===== config.mk =====
export PLATFORM = sky130hd
export DESIGN_NAME = fifo_rr_scheduler
export DESIGN_NICKNAME = d
export VERILOG_FILES = /design/src/rtl/fifo_rr_scheduler.sv
export SDC_FILE = /design/constraint.sdc
export NUM_CORES = 1
export LEC_CHECK = 0
export CAP_MARGIN = 15
export CORE_MARGIN = 1
export CORE_UTILIZATION = 26
export CTS_CLUSTER_SIZE = 24
export DETAILED_ROUTE_END_ITERATION = 6
export PLACE_DENSITY = 0.63
export SYNTH_ARGS = -nofsm -noshare
export SYNTH_HDL_FRONTEND = slang
export SYNTH_SLANG_ARGS = --single-unit
export TNS_END_PERCENT = 20

===== constraint.sdc =====
create_clock -name clk -period 5.7 [get_ports clk]
set_input_delay 1.14 -clock clk [delete_from_list [all_inputs] [get_ports clk]]
set_output_delay 1.14 -clock clk [all_outputs]
set_load 0.01 [all_outputs]

===== src/rtl/fifo_rr_scheduler.sv =====
// Round-robin drain of NUM_Q FIFOs onto one registered valid/ready stream.
// Optional burst mode (repeat grants to one queue) is enabled by defining FIFO_SCHED_BURST_EN.
module fifo_rr_scheduler #(
  parameter int WIDTH     = 8,
  parameter int NUM_Q     = 4,
  parameter int QID_W     = $clog2(NUM_Q),
  parameter int MAX_BURST = 4
) (
  input  logic                   clk,
  input  logic                   rst_n,
  input  logic                   en,
  input  logic [NUM_Q-1:0]       q_mask,
  input  logic [NUM_Q-1:0]       q_empty,
  input  logic [NUM_Q*WIDTH-1:0] q_data,
  output logic [NUM_Q-1:0]       q_pop,
  output logic                   out_valid,
  input  logic                   out_ready,
  output logic [WIDTH-1:0]       out_data,
  output logic [QID_W-1:0]       out_qid
);

  logic [NUM_Q-1:0] eligible_s;
  logic [WIDTH-1:0] q_word_s [NUM_Q];
  logic             slot_free_s;
  logic             rr_found_s;
  logic [QID_W-1:0] rr_idx_s;
  logic [QID_W-1:0] rr_cand_s;
  int               rr_sum_s;
  logic             grant_v_s;
  logic [QID_W-1:0] grant_idx_s;
  logic             burst_hold_s;
  logic [QID_W-1:0] last_grant_r;

  for (genvar gi = 0; gi < NUM_Q; gi++) begin : g_word
    assign q_word_s[gi] = q_data[gi*WIDTH +: WIDTH];
  end

  // Eligibility and output-slot availability.
  always_comb begin
    eligible_s  = q_mask & ~q_empty;
    slot_free_s = ~out_valid | out_ready;
  end

  // Round-robin search starting just after the last granted queue.
  always_comb begin
    rr_found_s = 1'b0;
    rr_idx_s   = {QID_W{1'b0}};
    rr_sum_s   = 0;
    rr_cand_s  = {QID_W{1'b0}};
    for (int k = 1; k <= NUM_Q; k++) begin
      rr_sum_s = int'(last_grant_r) + k;
      if (rr_sum_s >= NUM_Q) begin
        rr_sum_s = rr_sum_s - NUM_Q;
      end else begin
        rr_sum_s = rr_sum_s;
      end
      rr_cand_s = QID_W'(rr_sum_s);
      if (!rr_found_s && eligible_s[rr_cand_s]) begin
        rr_found_s = 1'b1;
        rr_idx_s   = rr_cand_s;
      end else begin
        rr_found_s = rr_found_s;
      end
    end
  end

`ifdef FIFO_SCHED_BURST_EN
  localparam int BC_W = (MAX_BURST > 1) ? $clog2(MAX_BURST) : 1;
  logic [BC_W-1:0] burst_cnt_r;
  logic            burst_live_r;

  // Stay on the previous queue while it is still eligible and the burst budget remains.
  always_comb begin
    burst_hold_s = burst_live_r & eligible_s[last_grant_r] &
                   (int'(burst_cnt_r) < (MAX_BURST - 1));
  end

  // Burst counter: counts repeat grants; a new queue or en=0 restarts it.
  always_ff @(posedge clk or negedge rst_n) begin
    if (!rst_n) begin
      burst_cnt_r  <= {BC_W{1'b0}};
      burst_live_r <= 1'b0;
    end else if (!en) begin
      burst_cnt_r  <= {BC_W{1'b0}};
      burst_live_r <= 1'b0;
    end else if (grant_v_s) begin
      burst_live_r <= 1'b1;
      if (burst_hold_s) begin
        burst_cnt_r <= burst_cnt_r + BC_W'(1);
      end else begin
        burst_cnt_r <= {BC_W{1'b0}};
      end
    end else begin
      burst_cnt_r  <= burst_cnt_r;
      burst_live_r <= burst_live_r;
    end
  end
`else
  // Pure round-robin build: never hold on the previous queue.
  always_comb begin
    burst_hold_s = 1'b0;
  end
`endif

  // Grant decision for this cycle.
  always_comb begin
    grant_v_s   = 1'b0;
    grant_idx_s = rr_idx_s;
    if (en && slot_free_s && rr_found_s) begin
      grant_v_s = 1'b1;
      if (burst_hold_s) begin
        grant_idx_s = last_grant_r;
      end else begin
        grant_idx_s = rr_idx_s;
      end
    end else begin
      grant_v_s = 1'b0;
    end
  end

  // One-hot pop strobe, suppressed while reset is asserted.
  always_comb begin
    q_pop = {NUM_Q{1'b0}};
    if (grant_v_s && rst_n) begin
      q_pop[grant_idx_s] = 1'b1;
    end else begin
      q_pop = {NUM_Q{1'b0}};
    end
  end

  // Output register: load on grant, drop valid when the slot is free but idle, hold otherwise.
  always_ff @(posedge clk or negedge rst_n) begin
    if (!rst_n) begin
      out_valid    <= 1'b0;
      out_data     <= {WIDTH{1'b0}};
      out_qid      <= {QID_W{1'b0}};
      last_grant_r <= QID_W'(NUM_Q - 1);
    end else if (slot_free_s) begin
      if (grant_v_s) begin
        out_valid    <= 1'b1;
        out_data     <= q_word_s[grant_idx_s];
        out_qid      <= grant_idx_s;
        last_grant_r <= grant_idx_s;
      end else begin
        out_valid    <= 1'b0;
        out_data     <= out_data;
        out_qid      <= out_qid;
        last_grant_r <= last_grant_r;
      end
    end else begin
      out_valid    <= out_valid;
      out_data     <= out_data;
      out_qid      <= out_qid;
      last_grant_r <= last_grant_r;
    end
  end

endmodule


Word-level counts from Yosys, hierarchy flattened
Index checks and enable logic that the tools add are counted.
Cells by class
  add/sub/neg operators: 8
  multiply operators: 0
  div/mod/pow operators: 0
  order comparisons: 11
  eq/ne operators: 0
  shifts and indexed selects: 0
  multiplexer cells: 28
  bitwise gates (word level): 5
  reduce and logical (&&, ||, !) cells: 11
Operators with widths (count)
  binary-select mux 8 bit (select 2 bit): 1
  2-to-1 mux 2 bit: 8
  2-to-1 mux 8 bit: 2
  less-than comparator 2 x 3 -> 1 bit, second input constant: 5
  greater-or-equal comparator 3 bit, second input constant: 4
  2-to-1 mux 1 bit: 11
  binary-select mux 1 bit (select 2 bit): 4
  subtractor 2 x 1 -> 2 bit, second input constant: 4
  logical AND 1 bit: 7
  adder 2 x 2 -> 3 bit, second input constant: 2
  adder 2 x 3 -> 4 bit, second input constant: 1
  bitwise AND 4 bit: 1
  greater-or-equal comparator 4 x 3 -> 1 bit, second input constant: 1
  2-to-1 mux 4 bit: 1
  NOT 4 bit: 1
  adder 2 x 1 -> 3 bit, second input constant: 1
  zero test 1 bit: 3
  NOT 2 -> 3 bit: 1
  demux 1 bit (select 2 bit): 1
  greater-or-equal comparator 2 x 1 -> 1 bit, second input constant: 1
  AND reduction 2 bit: 1
  NOT 1 bit: 1
  bitwise OR 1 bit: 1
Storage, ports and cells
  register bits after elaboration: 13
  bits in latches: 0
  memory bits (writable): 0
  memory bits (read-only): 0
  output and inout bits: 15
  memories kept: 0

Depth between registers and ports, before layout
  depth in word-level cells: 20
  depth in mapped cells: 7
  gate-level depth less buffers: 5

Worst setup path before layout
OpenSTA, ideal clock, no wires.
  kind: input port to output port
  start: in q_empty[2]
  end: out q_pop[2]
  arrival time: 2.290 ns
  path slack: 2.270 ns
  cell stages on the path: 7
  cells stage by stage: and2b_1 -> o22ai_1 -> o32a_1 -> buf_6 -> buf_6 -> nand3b_1 -> nor2_1
On the way
  word-level cells in the longest chain between the ends: 19
  elaborated cells between the ends (all ways): 33
  classes of those cells: order compare (2); mux (20); bitwise (2); reduce/logical (9)
Ends and longest elaborated chain
  from (decl): RTL line 13  | input logic [NUM_Q-1:0] q_empty,
  NOT 4 bit *: RTL line 40  | eligible_s = q_mask & ~q_empty;
  bitwise AND 4 bit *: RTL line 40
  binary-select mux 1 bit (select 2 bit): RTL line 58  | if (!rr_found_s && eligible_s[rr_cand_s]) begin
  2-to-1 mux 1 bit (implied by the code): RTL line 58
  2-to-1 mux 1 bit: RTL line 58
  zero test 1 bit: RTL line 58
  logical AND 1 bit: RTL line 58
  2-to-1 mux 1 bit: RTL line 58
  [3 not listed]
  zero test 1 bit: RTL line 58
  logical AND 1 bit: RTL line 58
  2-to-1 mux 2 bit: RTL line 58
  less-than comparator 2 x 3 -> 1 bit (implied by the code) / greater-or-equal comparator 2 x 1 -> 1 bit (equally long branches): RTL line 125  | q_pop[grant_idx_s] = 1'b1;
  logical AND 1 bit (implied by the code): RTL line 125
  2-to-1 mux 1 bit (implied by the code): RTL line 125
  demux 1 bit (select 2 bit): RTL line 125
  2-to-1 mux 4 bit *: RTL line 124  | if (grant_v_s && rst_n) begin
  to (decl): RTL line 15  | output logic [NUM_Q-1:0] q_pop,
Mark *: on every way between the ends. The rest lies on a longest branch, timed or not. The select of a mux whose other input is x is not followed.

Final worst setup path
  start: in q_mask[1]
  end: out q_pop[0]
On the way
  word-level cells in the longest chain between the ends: 18
  elaborated cells between the ends (all ways): 32
  classes of those cells: order compare (2); mux (20); bitwise (1); reduce/logical (9)
Ends and longest elaborated chain
  from (decl): RTL line 12  | input logic [NUM_Q-1:0] q_mask,
  bitwise AND 4 bit *: RTL line 40
  binary-select mux 1 bit (select 2 bit): RTL line 58
  2-to-1 mux 1 bit (implied by the code): RTL line 58
  2-to-1 mux 1 bit: RTL line 58
  zero test 1 bit: RTL line 58
  logical AND 1 bit: RTL line 58
  2-to-1 mux 1 bit: RTL line 58
  zero test 1 bit: RTL line 58
  [2 not listed]
  zero test 1 bit: RTL line 58
  logical AND 1 bit: RTL line 58
  2-to-1 mux 2 bit: RTL line 58
  less-than comparator 2 x 3 -> 1 bit (implied by the code) / greater-or-equal comparator 2 x 1 -> 1 bit (equally long branches): RTL line 125
  logical AND 1 bit (implied by the code): RTL line 125
  2-to-1 mux 1 bit (implied by the code): RTL line 125
  demux 1 bit (select 2 bit): RTL line 125
  2-to-1 mux 4 bit *: RTL line 124
Marked as above.

==> results_dict.tcl <==
set metrics [dict create \
    status "finished clean" \
    worst-path-max-fanout 19 \
    cp-start-kind "input port" \
    die_w_um 62.5 \
    hpwl_um 1990 \
    max_freq_mhz 227 \
    synth.area.top_cells "dfrtp_1, mux2i_1, o221ai_2" \
    syn_nets 130 \
    numCtsBuffers 3 \
    synth_top_family_by_area "compound AO/OA/AOI/OAI gates" \
    hold_viol 0 \
    r2r_cells 5 \
    fin_util_pct 46.4 \
    clkPwrFrac_pct 14.2 \
    vdd_ir_drop_max_mv 0.105 \
    synth_area_um2 952 \
    antenna_found_initial 0 \
    ys_seq_area_share_pct 34.4 \
    grt_setup_unrepaired "no" \
    clock_sinks 13 \
    routed_via_density 4.63 \
    mostFrequentLayoutCells "clkdlybuf4s50_1, mux2i_1, dfrtp_1" \
    period_minus_slack_ns 4.41 \
    synth_adder_area_share_pct 0 \
    final_common_cell "clkdlybuf4s50_1" \
    ioPinCount 59 \
    slowest_delay_ns 0.56 \
    grt_overflow_total 0 \
    gp_congestion 0.776 \
    cts_root_buffer "clkbuf_4" \
    setup_viol 0 \
    num_vias 885 \
    start_util_pct 27.9 \
    worstPathRequired_ns 4.56 \
    cell_internal_pwr_mw 0.267 \
    grt_usage_pct 13.0 \
    first_pass_iters 4 \
    worst_pin_slew_ns 0.690 \
    synth_top_area_share_pct 28.9 \
    clock_latency_ns 0.27 \
    maxCapViolations 0 \
    n_antenna_cell 0 \
    ys_ff_latch 13 \
    final_max_slew_viol_count 0 \
    ctsHoldBuffers 0 \
    synth_cell_types 29 \
    cp_cell_sequence "clkdlybuf4s50_1 -> nor2b_1 -> o21a_1 -> o32a_1 -> buf_4 -> nand3_1 -> nor2_1 -> clkdlybuf4s50_1" \
    wl_per_cell_um 13.4 \
    die_h_um 62.5 \
    end_kind "output port" \
    routed_wirelength_um 2550 \
    pwr-share-comb_pct 50.6 \
    slew_headroom_pct 53.8 \
    nets 190 \
    core_um2 3420 \
    place_ws_ns 1.28 \
    syn_inst 86 \
    post_cts_resize_count 0 \
    final.setup.tns_ns 0 \
    worst_slack_ns 1.29 \
    cts_buffer_depth 2 \
    die_area_um2 3910 \
    ys_warn_count 0 \
    cts_tree "yes" \
    synth_top_area_cell "dfrtp_1" \
    total_power_mw 0.397 \
    p_leak_nw 0.664 \
    hp-class "register to register" \
    avgSynthCellArea_um2 11.1 \
    switching_share_pct 32.8 \
    fin_hold_ws_ns 0.491 \
    synthMuxAreaShare_pct 16.8 \
    grt_pass1_vias 942 \
    drive_gt1_share_pct 15.9 \
    clk_pin_slew_ns 0.08 \
    p_seq_share_pct 35.2 \
    cp.arrival_ns 3.27 \
    area_delta_synth_final_pct 66.6 \
    synth-compound-area-share_pct 22.2 \
    grt_pass1_wl_um 4110 \
    post-cts-setup-buffers 0 \
    finalClockSkew_ns 0.00649 \
    num-fill-cells 352 \
    min_path_cells 2 \
    yosys.area_share.simple_pct 21.0 \
    drtIter0Drc 29 \
    crit_top_cell "clkdlybuf4s50_1" \
    ant_nets 0 \
    h-tree-depth 1 \
    synth_xor_area_share_pct 0 \
    path_class "input port to output port" \
    drc 0 \
    grt_start_max_net_pins 20 \
    p_per_area_nw_per_um2 250 \
    critPathSlowestCell "clkdlybuf4s50_1" \
    period_share_pct 77.4 \
    io_buffers 58 \
    rows 21 \
    p_switching_mw 0.130 \
]
worst max-delay path, delay by kind of cell:
family                 cells  cell delay (ns)
buffers and inverters      3             1.36
AO/OA/AOI/OAI              2             0.27
AND/OR/NAND/NOR            3             0.50
path summary, 6_finish.rpt:
kind	start	endpoint	slack, ns
setup reg to reg	last_grant_r[1]	out_data[4]	3.92
setup / recovery	q_mask[1]	q_pop[0]	1.29
hold / removal	out_data[1]	out_data[1]	0.49
max in group asynchronous	rst_n	out_qid[1]	3.98
min in group asynchronous	rst_n	out_data[5]	1.28
hold reg to reg	out_data[1]	out_data[1]	0.49
Yosys cell counts, drive strengths merged:
cell    instances
a211oi          1
a21boi          1
a21oi           1
and2b           1
buf             4
clkbuf          1
dfrtp          11
dfstp           2
inv             2
mux2i          16
nand2          11
nand2b          5
nand3           1
nand3b          2
nor2            4
nor2b           4
nor3            2
nor4            1
o21a            4
o221ai          8
o22ai           1
o32a            1
o41ai           1
or3b            1
layout make-up:
class,count,area [µm²],area share [%]
flip-flops and latches,13,328,20.7
repair buffers,60,596,37.5
clock buffers,4,26.3,1.66
well taps,46,57.6,3.63
inverters,2,7.51,0.473
multi-input cells,66,572,36.0
kinds of logic (layout without fill, tap and decap cells):
| kind of cell | count (synthesis) | in the layout |
|---|---|---|
| flip-flops | 13 | 13 |
| multiplexers | 16 | 16 |
| buffers and inverters | 7 | 66 |
| AO/OA/AOI/OAI | 18 | 18 |
| AND/OR/NAND/NOR | 32 | 32 |
state kept, by name (all words and copies together), names as in the netlist:
name,flops
out_data,8
last_grant_r,2
out_qid,2
out_valid,1
routing by layer:
layer	vias up	routed length, µm	global-route usage [%]
met4	0	0	2.62
met1	402	1120	15.4
li1	439	-	-
met5	-	0	0
met3	0	229	3.83
met2	44	1200	23.1
through the flow:
stage	cell area (µm²)	std cells
2_1_floorplan	952	86
3_3_place_gp	1560	187
3_5_place_dp	1560	187
4_1_cts	1590	191
5_1_grt	1590	191
6_report	1590	191
power groups by stage:
stage / clock [mW] / sequential (mW) / combinational, mW
3_5_place_dp: 0 / 0.141 / 0.204
2_1_floorplan: 0 / 0.151 / 0.0987
5_1_grt: 0.0622 / 0.144 / 0.216
4_1_cts: 0.0587 / 0.140 / 0.204
3_3_place_gp: 0 / 0.142 / 0.199
6_report: 0.0564 / 0.140 / 0.201
Note: power is estimated with default switching activity, not from simulation.
